===== src/rtl/mem_access_pkg.sv =====
// Shared FSM state encoding, error codes and op classification for the memory access unit.
package mem_access_pkg;

    typedef enum logic [1:0] {
        ST_IDLE = 2'b00,
        ST_REQ  = 2'b01,
        ST_RESP = 2'b10
    } state_e;

    typedef enum logic [1:0] {
        OP_PASS     = 2'b00,
        OP_MEM      = 2'b01,
        OP_MISALIGN = 2'b10,
        OP_ILLEGAL  = 2'b11
    } op_kind_e;

    localparam logic [1:0] ERR_NONE     = 2'b00;
    localparam logic [1:0] ERR_MISALIGN = 2'b01;
    localparam logic [1:0] ERR_TIMEOUT  = 2'b10;
    localparam logic [1:0] ERR_ILLEGAL  = 2'b11;

    // Both-enable is illegal regardless of alignment; alignment only matters for real memory ops.
    function automatic op_kind_e classify_op(input logic rd, input logic wr, input logic [1:0] lsb);
        if (rd && wr)        return OP_ILLEGAL;
        if (!rd && !wr)      return OP_PASS;
        if (lsb != 2'b00)    return OP_MISALIGN;
        return OP_MEM;
    endfunction

endpackage


===== src/rtl/mau_timeout_ctr.sv =====
// Counts unacknowledged request cycles; expired flags the TIMEOUT-th such cycle (combinational).
// No backpressure: clear has priority over enable, count saturates at expiry.
module mau_timeout_ctr #(
    parameter int TIMEOUT = 16
) (
    input  logic clk,
    input  logic rst_n,
    input  logic clear,
    input  logic enable,
    output logic expired
);
    localparam int CW = (TIMEOUT < 2) ? 1 : $clog2(TIMEOUT);

    logic [CW-1:0] cnt_q;

    assign expired = enable && (cnt_q == CW'(TIMEOUT - 1));

    always_ff @(posedge clk or negedge rst_n) begin
        if (!rst_n) begin
            cnt_q <= '0;
        end else if (clear) begin
            cnt_q <= '0;
        end else if (enable && !expired) begin
            cnt_q <= cnt_q + 1'b1;
        end
    end

endmodule


===== src/rtl/mem_access_unit.sv =====
// Memory stage: pass-through (1 cycle to wb_valid) or single-beat load/store with ack timeout.
// One op in flight; in_ready only in IDLE, writeback held until wb_ready.
module mem_access_unit
    import mem_access_pkg::*;
#(
    parameter int DATA_W  = 32,
    parameter int TIMEOUT = 16
) (
    input  logic              clk,
    input  logic              rst_n,
    input  logic              in_valid,
    output logic              in_ready,
    input  logic [DATA_W-1:0] ALU_Result,
    input  logic [DATA_W-1:0] Read_data2,
    input  logic              MemRead,
    input  logic              MemWrite,
    input  logic              RegWrite,
    input  logic [4:0]        Rd,
    output logic              mem_req,
    output logic              mem_we,
    output logic [DATA_W-1:0] mem_addr,
    output logic [DATA_W-1:0] mem_wdata,
    input  logic [DATA_W-1:0] mem_rdata,
    input  logic              mem_ack,
    output logic              wb_valid,
    input  logic              wb_ready,
    output logic [DATA_W-1:0] wb_data,
    output logic [4:0]        wb_rd,
    output logic              wb_regwrite,
    output logic [1:0]        err
);
    state_e            state_q, state_d;
    op_kind_e          kind;
    logic              accept;
    logic              expired;
    logic              ctr_en;

    logic              mem_we_q;
    logic [DATA_W-1:0] mem_addr_q;
    logic [DATA_W-1:0] mem_wdata_q;
    logic [DATA_W-1:0] wb_data_q;
    logic [4:0]        wb_rd_q;
    logic              wb_regwrite_q;
    logic [1:0]        err_q;

    // Gated by rst_n so the unit advertises not-ready for the whole reset window.
    assign in_ready = (state_q == ST_IDLE) && rst_n;
    assign accept   = in_valid && in_ready;
    assign kind     = classify_op(MemRead, MemWrite, ALU_Result[1:0]);
    assign ctr_en   = (state_q == ST_REQ) && !mem_ack;

    mau_timeout_ctr #(.TIMEOUT(TIMEOUT)) u_timeout (
        .clk     (clk),
        .rst_n   (rst_n),
        .clear   (accept),
        .enable  (ctr_en),
        .expired (expired)
    );

    always_ff @(posedge clk or negedge rst_n) begin
        if (!rst_n) begin
            state_q <= ST_IDLE;
        end else begin
            state_q <= state_d;
        end
    end

    always_comb begin
        state_d = state_q;
        case (state_q)
            ST_IDLE: if (accept) state_d = (kind == OP_MEM) ? ST_REQ : ST_RESP;
            ST_REQ:  if (mem_ack || expired) state_d = ST_RESP;
            ST_RESP: if (wb_ready) state_d = ST_IDLE;
            default: state_d = ST_IDLE;
        endcase
    end

    always_ff @(posedge clk or negedge rst_n) begin
        if (!rst_n) begin
            mem_we_q      <= 1'b0;
            mem_addr_q    <= '0;
            mem_wdata_q   <= '0;
            wb_data_q     <= '0;
            wb_rd_q       <= '0;
            wb_regwrite_q <= 1'b0;
            err_q         <= ERR_NONE;
        end else begin
            case (state_q)
                ST_IDLE: begin
                    if (accept) begin
                        wb_rd_q <= Rd;
                        case (kind)
                            OP_PASS: begin
                                wb_data_q     <= ALU_Result;
                                wb_regwrite_q <= RegWrite;
                                err_q         <= ERR_NONE;
                            end
                            OP_MEM: begin
                                mem_addr_q    <= ALU_Result;
                                mem_we_q      <= MemWrite;
                                mem_wdata_q   <= Read_data2;
                                wb_data_q     <= '0;
                                wb_regwrite_q <= RegWrite && MemRead;
                                err_q         <= ERR_NONE;
                            end
                            OP_MISALIGN: begin
                                wb_data_q     <= '0;
                                wb_regwrite_q <= 1'b0;
                                err_q         <= ERR_MISALIGN;
                            end
                            default: begin
                                wb_data_q     <= '0;
                                wb_regwrite_q <= 1'b0;
                                err_q         <= ERR_ILLEGAL;
                            end
                        endcase
                    end
                end
                ST_REQ: begin
                    // Ack beats a same-cycle expiry.
                    if (mem_ack) begin
                        wb_data_q <= mem_we_q ? '0 : mem_rdata;
                    end else if (expired) begin
                        wb_regwrite_q <= 1'b0;
                        err_q         <= ERR_TIMEOUT;
                    end
                end
                ST_RESP: begin
                    if (wb_ready) err_q <= ERR_NONE;
                end
                default: ;
            endcase
        end
    end

    assign mem_req     = (state_q == ST_REQ);
    assign mem_we      = mem_we_q;
    assign mem_addr    = mem_addr_q;
    assign mem_wdata   = mem_wdata_q;
    assign wb_valid    = (state_q == ST_RESP);
    assign wb_data     = wb_data_q;
    assign wb_rd       = wb_rd_q;
    assign wb_regwrite = wb_regwrite_q;
    assign err         = err_q;

endmodule


===== config.mk =====
export PLATFORM = sky130hd
export DESIGN_NAME = mem_access_unit
export DESIGN_NICKNAME = d
export VERILOG_FILES = /design/src/rtl/mem_access_pkg.sv /design/src/rtl/mau_timeout_ctr.sv /design/src/rtl/mem_access_unit.sv
export SDC_FILE = /design/constraint.sdc
export NUM_CORES = 1
export LEC_CHECK = 0
export ABC_AREA = 1
export ABC_CLOCK_PERIOD_IN_PS = 2100
export BUFFER_PORTS_ARGS = -buffer_cell sky130_fd_sc_hd__buf_2
export CAP_MARGIN = 30
export CORE_ASPECT_RATIO = 1.5
export CORE_MARGIN = 1.5
export CORE_UTILIZATION = 40
export DETAILED_ROUTE_END_ITERATION = 6
export GPL_ROUTABILITY_DRIVEN = 1
export PLACE_DENSITY_LB_ADDON = 0.12
export SYNTH_ARGS = -nofsm -noshare
export SYNTH_HDL_FRONTEND = slang
export SYNTH_SLANG_ARGS = --single-unit

===== constraint.sdc =====
create_clock -name clk -period 2.1 [get_ports clk]
set_clock_uncertainty 0.1 [all_clocks]
set_input_delay 0 -clock clk [delete_from_list [all_inputs] [get_ports clk]]
set_output_delay 0 -clock clk [all_outputs]
set_load 0.02 [all_outputs]

# After elaboration in Yosys (flattened, before gate mapping)
# Index checks and enable logic that the tools add are counted.
# word_totals
output_inout_bits,108
inputBits,109
ff_bits,111
wordCells,81
# classes
n_addsub,1
n_mux,34
reduce_logical,26
n_eq_ne,11
# ops
cell,count
$mux W32,4
$pmux W32 S2,1
$mux W2,13
$pmux W2 S3,2
$mux W1,9
$reduce_and A3 Y1,3
$logic_and A1 B1 Y1,8
$mux W4,2
$ne A2 B1 Y1 const B,4
$reduce_bool A2 Y1,3
$reduce_and A5 Y1,1
$add A4 B1 Y4 const B,1
$eq A2 B1 Y1 const B,2
$eq A2 B2 Y1 const B,2
$eq A4 B4 Y1 const B,1
$logic_not A1 Y1,4
$logic_not A2 Y1,2
$ne A2 B2 Y1 const B,2
$pmux W1 S2,2
$pmux W2 S2,1
$reduce_and A4 Y1,1
$reduce_bool A3 Y1,1
$reduce_and A2 Y1,1
$reduce_or A2 Y1,1
$logic_or A1 B1 Y1,1

# Longest topological paths before layout
# Gate-level depths: netlist of run 1.
# logic_depth
depth_word,14
ltp_mapped,10

# Cells and area by module
# A second synthesis of run 1 with hierarchy kept.
# hier_totals
cells_unflattened,643
area_unflattened_um2,5133.7
# modules_own_cells
mod,seq_area_each_um2,area_per_inst_um2,instances,cells_per_inst
mem_access_unit,2677.6,4902.2,1,613
mau_timeout_ctr,100.1,231.5,1,30

# Worst setup path after synthesis of run 1
# No wires, ideal clock.
# synth_timing
path_type,reg2reg
startpoint,register state_q[1]
endpoint,register wb_data_q[0] (netlist: wb_data[0])
arrival_ps,1653
path_slack_ps,224
setup_time_ps,123
stages_incl_launch_ff,10
path_cell_list,dfrtp_1 -> inv_1 -> ha_1 -> buf_2 -> inv_2 -> o21ai_2 -> inv_4 -> clkbuf_2 -> o21ai_0 -> nand2_1
# synth_between
word_cells_on_any_way,9
classes_between,eq/ne: 3; mux: 1; reduce/logical: 5
# synth_rtl
element,line_no,rtl
from (decl),mem_access_unit.sv:32,"state_e state_q, state_d;"
from (signal assigned),mem_access_unit.sv:64,state_q <= state_d;
$eq A2 B1 Y1 *,n/a,
via mem_req,mem_access_unit.sv:19,"output logic mem_req,"
$ne A2 B1 Y1 (no line) or $reduce_bool A2 Y1 (tied branches),n/a,
$reduce_and A3 Y1 (no line),n/a,
to (signal assigned),mem_access_unit.sv:94,wb_data_q <= ALU_Result;
to (signal assigned),mem_access_unit.sv:122,wb_data_q <= mem_we_q ? '0 : mem_rdata;
to (decl),mem_access_unit.sv:41,logic [DATA_W-1:0] wb_data_q;
# The timed path passes the listed nets; every way through them passes the cells marked *.
# A chain may end at the register's enable or synchronous reset.

# Worst setup path in the final report of run 1
# layout_timing
startpoint,register state_q[0]
endpoint,register wb_data_q[18] (netlist: wb_data[18])
# layout_between
elab_chain_len,5
word_cells_on_any_way,9
classes_between,eq/ne: 3; mux: 1; reduce/logical: 5
# layout_rtl
element,line_no,rtl
$logic_not A2 Y1,"mem_access_unit.sv:47, mem_access_unit.sv:88",
$logic_and A1 B1 Y1,mem_access_unit.sv:47,assign in_ready = (state_q == ST_IDLE) && rst_n;
$logic_and A1 B1 Y1,mem_access_unit.sv:48,assign accept = in_valid && in_ready;
$ne A2 B2 Y1 (no line),n/a,
$reduce_and A3 Y1 (no line),n/a,
# Parallel ways exist; a longest one is shown, timed or not.

==> results of run 1 <==
-- placed cells by master (no fill, tap or decap), types with 2 or more instances in the layout --
cell and n:
sky130_fd_sc_hd__inv_1 44, sky130_fd_sc_hd__nand2_1 231, sky130_fd_sc_hd__buf_4 9, sky130_fd_sc_hd__inv_2 3, sky130_fd_sc_hd__dlygate4sd3_1 110, sky130_fd_sc_hd__nor2_8 2, sky130_fd_sc_hd__clkinv_4 3, sky130_fd_sc_hd__buf_12 3
sky130_fd_sc_hd__a21oi_1 2, sky130_fd_sc_hd__o21ai_0 74, sky130_fd_sc_hd__dfrtp_1 111, sky130_fd_sc_hd__nor2_1 13, sky130_fd_sc_hd__nand4_1 5, sky130_fd_sc_hd__bufinv_16 3, sky130_fd_sc_hd__nand3_1 40, sky130_fd_sc_hd__ha_1 5
sky130_fd_sc_hd__clkbuf_16 9, sky130_fd_sc_hd__buf_2 215, sky130_fd_sc_hd__o21ai_1 24
-- where the power goes --
group | leakage, nW | internal (W) | total (W) | switching, W
Combinational | 2.66 | 0.00132 | 0.00386 | 0.00254
Sequential | 1.45 | 0.00299 | 0.00347 | 0.000477
Clock | 0.170 | 0.00117 | 0.00195 | 0.000783
-- cells by family after synthesis --
logic type | Yosys count | share of synthesized area (%)
xor+xnor | 1 | 0.176
simple gates | 293 | 24.2
fa+ha+maj | 5 | 1.26
flops | 111 | 55.9
buf+inv | 81 | 8.11
compound gates | 101 | 10.3
-- critical path: cells and delay by family (launching register included) --
family,cells,cell delay (ns)
buf+inv,2,0.26
flops,1,0.42
simple gates,4,0.73
fa+ha+maj,1,0.27
compound gates,1,0.12
-- routing by layer --
| layer | part of all wire (%) | vias to the layer above | global-route usage, % | wire length, um |
|---|---|---|---|---|
| met1 | 41 | 2323 | 28.4 | 6200 |
| met5 | 0 | - | 0 | 0 |
| li1 | - | 2507 | - | - |
| met2 | 51 | 190 | 40.7 | 7810 |
| met4 | 1.8 | 0 | 8.09 | 269 |
| met3 | 6.3 | 23 | 4.81 | 952 |
-- final cells by class --
cell class / count / area, sq um
Tap cell: 153 / 191
Multi-Input combinational cell: 401 / 1800
Clock inverter: 7 / 121
Timing Repair Buffer: 337 / 2300
Inverter: 48 / 183
Clock buffer: 9 / 225
Sequential cell: 111 / 2780
Fill cell: 1050 / 4470
-- sequential cells by signal (all words and copies together), names as in the netlist --
signal,cells
wb_data,32
err,2
state_q,2
wb_rd,5
mem_we,1
mem_addr,32
mem_wdata,32
wb_regwrite,1
u_timeout.cnt_q,4
-- timing repair --
action                     4_1_cts  5_1_grt
hold buffers                   110        0
hold endpoints to repair       214        0
setup endpoints to repair        0        9
-- through the flow --
stage / worst slack (ns) / utilization, %
2_1_floorplan: 0.224 / -
3_3_place_gp: 0.276 / 50.9
5_1_grt: 0.00621 / 63.0
3_5_place_dp: 0.167 / 50.9
6_report: 0.125 / 63.0
4_1_cts: 0.143 / 62.9
-- worst max-delay path by stage --
stage,startpoint,slack [ns],cells past startpoint,endpoint
2_1_floorplan,state_q[1],0.22,9,wb_data[0]
3_3_place_gp,state_q[1],0.28,8,wb_data[17]
3_5_place_dp,state_q[0],0.17,8,wb_data[7]
4_1_cts,state_q[0],0.14,8,wb_data[7]
5_1_grt,state_q[0],0.006,8,wb_data[20]
6_report,state_q[0],0.12,8,wb_data[18]
==> summary.txt, run 1 <==
Drt
  – Number of search-and-repair iterations in the first detailed-routing pass: 5
  – Wirelength per Cell: 14.3 um
  – Routed Antenna Nets: 0
  – Routed via count: a little over 5000
  – Post-Route WL: 15200 um
  – Drt first-iter violations: just over 200
  – Post-detailed-route via-to-cell ratio: ~4.7
  – DRC errors left: 0

STA
  – Number of endpoints failing setup at the final stage: 0
  – Final-report max-slew violation count: 0
  – Post-Route Hold Slack: between 0.02 and 0.025 ns
  – Setup_tns: 0 ns
  – Final clock period utilization by the worst path: between 90 and 100%
  – Worst-margin pin slew: 0.740 ns
  – Max-slew headroom: 50.7%
  – Hold violation total from the final report: 0
  – RSZ-0062 raised after global routing: false
  – F_max: 506 MHz
  – Minimum period implied by the final worst setup slack: between 1.5 and 2 ns

Setup path
  – FF-to-FF End: wb_data[18]
  – CP max stage cell: sky130_fd_sc_hd__dfrtp_1
  – Category of the worst setup path capture point: flip-flop
  – Slowest cell delay on critical path: approximately 0.42 ns
  – RR Startpoint: state_q[0]
  – Worst path required time: between 2 and 2.5 ns
  – Critical path peak fanout: 34
  – Arrival @ worst endpoint: 2.16 ns
  – Top cell by count, worst path: sky130_fd_sc_hd__nand2_1
  – R2r worst-path depth: 8
  – Startpoint class of the critical path: flip-flop
  – Cells traversed along the worst timing path: inv_1 > ha_1 > nand3_2 > o21ai_2 > inv_4 > nor2_4 > nand2_1 > nand2_1
  – Setup slack of the most critical reg-to-reg path: between 0.1 and 0.15 ns
  – WS Path Type: flip-flop to flip-flop

Yosys
  – Number of unique standard cell types used by synthesis: 23
  – Post-synth top area cell: sky130_fd_sc_hd__dfrtp_1
  – Cell types with the highest counts after synthesis: sky130_fd_sc_hd__nand2_1 (231), sky130_fd_sc_hd__dfrtp_1 (111), sky130_fd_sc_hd__o21ai_0 (74)
  – Post-synth net total: 706
  – Sequential-to-total area share from yosys stat: ~56%
  – Average cell area after synthesis: around 8.4 sq um
  – Gate count of the mapped netlist: ~600
  – Number of synthesis warnings: 0
  – Count of flip-flops with a built-in enable after synthesis: 0
  – Synth top area share: between 50% and 60%
  – Most common cell in the netlist: sky130_fd_sc_hd__nand2_1
  – Fraction of registers with async set or reset after synthesis: between 90% and 100%
  – Total of flip-flops plus latches after synthesis: ~110
  – Mapped Area: about 5000 sq um
  – Ranking of synthesized cells by area: sky130_fd_sc_hd__dfrtp_1 (56%), sky130_fd_sc_hd__nand2_1 (17%), sky130_fd_sc_hd__o21ai_0 (7.5%)
  – Leading register cell type out of synthesis: sky130_fd_sc_hd__dfrtp_1

Pwr
  – Max IR drop VDD: around 0.00069 V
  – Cell leakage power: ~4.3 nW
  – PD cells: approximately 1200 nW/um^2
  – Final Total Pwr: roughly 0.0093 W

Global routing
  – Pin count of the biggest net entering global routing: between 50 and 60
  – Initial antenna violation count: 0
  – Via count of the first global-routing pass: between 5000 and 6000
  – Leftover overflow at the end of global routing: 0
  – Wire length of the first global-routing pass: 24300 um
  – Total Routing Usage GR: a little under a quarter

Finish
  – P&R area growth vs syn: 53.2%
  – Antenna diode instance count: 0
  – Final-stage net count: 1022
  – Count of placed standard cells in the final layout, fillers left out: between 1000 and 1500
  – Post-route cell area: between 7000 and 8000 sq um
  – Fraction of layout cells with a size suffix above 1: 27.7%

Floorplan
  – Die Span Y: 139 um
  – Full die area: approximately 13000 sq um
  – Horizontal extent of the die: around 94 um
  – Std cell rows: 49
  – Ports: approximately 220
  – Starting utilization of the core area: roughly two fifths
  – Core Box Area: about 12000 sq um

Clock network
  – Clock buffer depth: 2
  – Post-CTS resize count: 0
  – CTS H-Tree Depth: 3
  – Source-to-sink clock delay at the later pin of the worst-skew pair: roughly 0.34 ns
  – Post-CTS Setup Repair Bufs: 0
  – Cell chosen for the clock root: sky130_fd_sc_hd__clkbuf_16
  – Clock edge transition at the registers on the reported setup and hold paths: around 0.070 ns
  – TritonCTS clock tree: built
  – Number of sinks handled by clock tree synthesis: 111
  – TritonCTS buffer count: 9

Placed design
  – GP Congestion: between 0.8 and 0.9
  – Port Buf Inserts: 216
  – Post-detailed-placement cell area: 6140 sq um
  – Hpwl dp: roughly 10000 um
  – Cells after DPL: 939

Worst hold path
  – Worst min-delay path startpoint: wb_ready
  – Path type of the worst min-delay path: input pin to flip-flop
  – Worst-case hold path end point: err[0]
  – Min-Delay Path Depth: 5

Flow run
  – Max-cap viol count: 0

Run status
  – Status: finished clean
(Power assumes the default switching activity.)
==> run 2: changes to the inputs <==
--- a/config.mk
+++ b/config.mk
@@ -17,4 +17,5 @@
 export PLACE_DENSITY_LB_ADDON = 0.12
 export SYNTH_ARGS = -nofsm -noshare
 export SYNTH_HDL_FRONTEND = slang
+export SYNTH_HIERARCHICAL = 1
 export SYNTH_SLANG_ARGS = --single-unit
==> summary.txt, run 2 <==
Setup path
  – Slowest cell delay on critical path: 0.41 ns
  – CP max stage cell: sky130_fd_sc_hd__dfrtp_1
  – WS Path Type: flip-flop to flip-flop
  – Startpoint class of the critical path: flip-flop
  – Worst path required time: 2.23 ns
  – Arrival @ worst endpoint: about 2.1 ns
  – Category of the worst setup path capture point: flip-flop
  – Top cell by count, worst path: sky130_fd_sc_hd__inv_1
  – Critical path peak fanout: 17
  – Cells traversed along the worst timing path: inv_1 > ha_1 > nand3_2 > buf_4 > clkinvlp_4 > inv_1 > nand3b_1 > nand2_1

Flow run
  – Max-cap viol count: 0

Clock network
  – TritonCTS clock tree: built
  – Post-CTS Setup Repair Bufs: 0
  – Clock buffer depth: 2
  – Clock edge transition at the registers on the reported setup and hold paths: 0.07 ns
  – Number of sinks handled by clock tree synthesis: around 110
  – TritonCTS buffer count: 9
  – CTS H-Tree Depth: 3
  – Source-to-sink clock delay at the later pin of the worst-skew pair: between 0.3 and 0.4 ns
  – Cell chosen for the clock root: sky130_fd_sc_hd__clkbuf_16

Global routing
  – Pin count of the biggest net entering global routing: 67
  – Total Routing Usage GR: roughly a quarter
  – Initial antenna violation count: 0
  – Wire length of the first global-routing pass: ~25000 um
  – Leftover overflow at the end of global routing: 0
  – Via count of the first global-routing pass: around 5400

Pwr
  – Max IR drop VDD: between 0.0007 and 0.0008 V
  – Cell leakage power: about 4.2 nW
  – PD cells: approximately 1200 nW/um^2

STA
  – Hold violation total from the final report: 0
  – Worst path setup slack after routing: about 0.14 ns
  – Final clock period utilization by the worst path: a little over 90%
  – Minimum period implied by the final worst setup slack: between 1.5 and 2 ns
  – Number of endpoints failing setup at the final stage: 0
  – Max-slew headroom: between 60% and 70%
  – RSZ-0062 raised after global routing: false
  – Worst-margin pin slew: roughly 0.59 ns
  – Final-report max-slew violation count: 0
  – Setup_tns: 0 ns
  – F_max: around 510 MHz

Placed design
  – Hpwl dp: 10200 um
  – Cells after DPL: a little under 1000
  – Post-detailed-placement cell area: 6360 sq um
  – Port Buf Inserts: 216
  – Placement Setup Slack: 0.0883 ns
  – GP Congestion: between 0.8 and 0.9

Finish
  – Count of placed standard cells in the final layout, fillers left out: about 1100
  – Leading cell types in the layout, fill and taps excluded: sky130_fd_sc_hd__nand2_1 (244), sky130_fd_sc_hd__buf_2 (215), sky130_fd_sc_hd__dfrtp_1 (111)
  – Fraction of layout cells with a size suffix above 1: 26.5%
  – Multi-input gate area: a little under 2000 sq um
  – P&R area growth vs syn: 50.7%
  – Number of fill cells: around 1100
  – Post-route cell area: between 7000 and 8000 sq um
  – Final-stage net count: roughly 1100
  – Total area of sequential cells: ~2800 sq um
  – Most common cell after layout, fill and taps aside: sky130_fd_sc_hd__nand2_1
  – Finished Core Util: 61.8%

Yosys
  – Sequential-to-total area share from yosys stat: approximately 54%
  – Leading register cell type out of synthesis: sky130_fd_sc_hd__dfrtp_1
  – Gate count of the mapped netlist: between 600 and 700
  – Post-synth top area cell: sky130_fd_sc_hd__dfrtp_1
  – Synth top area share: between 50% and 60%
  – Number of synthesis warnings: 6
  – Average cell area after synthesis: between 7 and 8 sq um
  – Number of unique standard cell types used by synthesis: 24
  – Total of flip-flops plus latches after synthesis: approximately 110
  – Cell types with the highest counts after synthesis: sky130_fd_sc_hd__nand2_1 (244), sky130_fd_sc_hd__dfrtp_1 (111), sky130_fd_sc_hd__o21ai_0 (94)
  – Fraction of registers with async set or reset after synthesis: 100%
  – Post-synth net total: ~760
  – Most common cell in the netlist: sky130_fd_sc_hd__nand2_1
  – Count of flip-flops with a built-in enable after synthesis: 0
  – Mapped Area: slightly above 5000 sq um
  – Ranking of synthesized cells by area: sky130_fd_sc_hd__dfrtp_1 (54%), sky130_fd_sc_hd__nand2_1 (18%), sky130_fd_sc_hd__o21ai_0 (9.2%)

Drt
  – Routed via count: roughly 5400
  – Post-detailed-route via-to-cell ratio: 4.85
  – Post-Route WL: 15600 um
  – Number of search-and-repair iterations in the first detailed-routing pass: 4
  – Drt first-iter violations: 205
  – Routed Antenna Nets: 0
  – Wirelength per Cell: about 14 um
  – DRC errors left: 0

Floorplan
  – Full die area: roughly 14000 sq um
  – Std cell rows: 50
  – Starting utilization of the core area: just over 40%
  – Ports: approximately 220
  – Core Box Area: about 13000 sq um
  – Die Span Y: approximately 140 um
  – Horizontal extent of the die: between 90 and 100 um

Worst hold path
  – Path type of the worst min-delay path: input pin to flip-flop

Run status
  – Status: finished clean
## run 2: cells by family after synthesis
group                      after synthesis  share of synthesized area (%)
and+or+nand+nor                        337                           27.2
DFF                                    111                           54.1
AOI/OAI and AO/OA                      100                           9.97
buffers and inverters                   90                           7.48
adders and majority gates                5                           1.22
## run 2: area by class of cell
class,count,area share [%]
clock inverters,4,0.712
repair buffers,337,29.5
clock buffers,12,3.19
flip-flops and latches,111,35.9
diodes,1,0.0323
multi-input cells,442,25.6
inverters,51,2.52
well taps,156,2.52
## run 2: final timing paths
path                            start                  to  slack, ns  cells after the start
setup / recovery           state_q[0]  u_timeout/cnt_q[0]       0.14                      8
hold / removal               in_valid              err[1]      0.007                      6
setup reg to reg           state_q[0]  u_timeout/cnt_q[0]       0.14                      8
hold reg to reg              wb_rd[0]            wb_rd[0]       0.38                      2
max in group asynchronous       rst_n        mem_addr[11]       0.90                      4
min in group asynchronous       rst_n  u_timeout/cnt_q[1]       0.11                      3
## run 2: power breakdown
part | switching, W | leakage [nW] | total, W | internal, W
combinational | 0.00284 | 2.62 | 0.00424 | 0.00140
clock | 0.000746 | 0.143 | 0.00171 | 0.000964
sequential | 0.000469 | 1.45 | 0.00352 | 0.00305
## run 2: repair_timing
action / CTS / global route
hold buffers: 107 / 0
resized for setup: 0 / 1
endpoints found under the hold margin: 122 / 0
setup endpoints to repair: 0 / 4
## run 2: metal layers
layer  track usage [%]  up-vias  part of all wire (%)
li1                  -     2659                     -
met1              26.6     2513                    40
met2              41.4      196                    51
met3              4.45       35                   5.7
met4              10.6        0                   2.8
met5                 0        -                     0
## run 2: worst max-delay path: cells and delay by family, from the launching register on
family,cells,cell delay [ns]
fa+ha+maj,1,0.28
flops,1,0.41
simple gates,3,0.44
buf+inv,4,0.61
## run 2: per-stage QoR
step	power, W	hold WS [ns]
2_1_floorplan	0.00604	-0.396
3_3_place_gp	0.00755	-0.0634
3_5_place_dp	0.00765	-0.0577
4_1_cts	0.00953	0.00365
5_1_grt	0.0102	0.0619
6_report	0.00947	0.00699
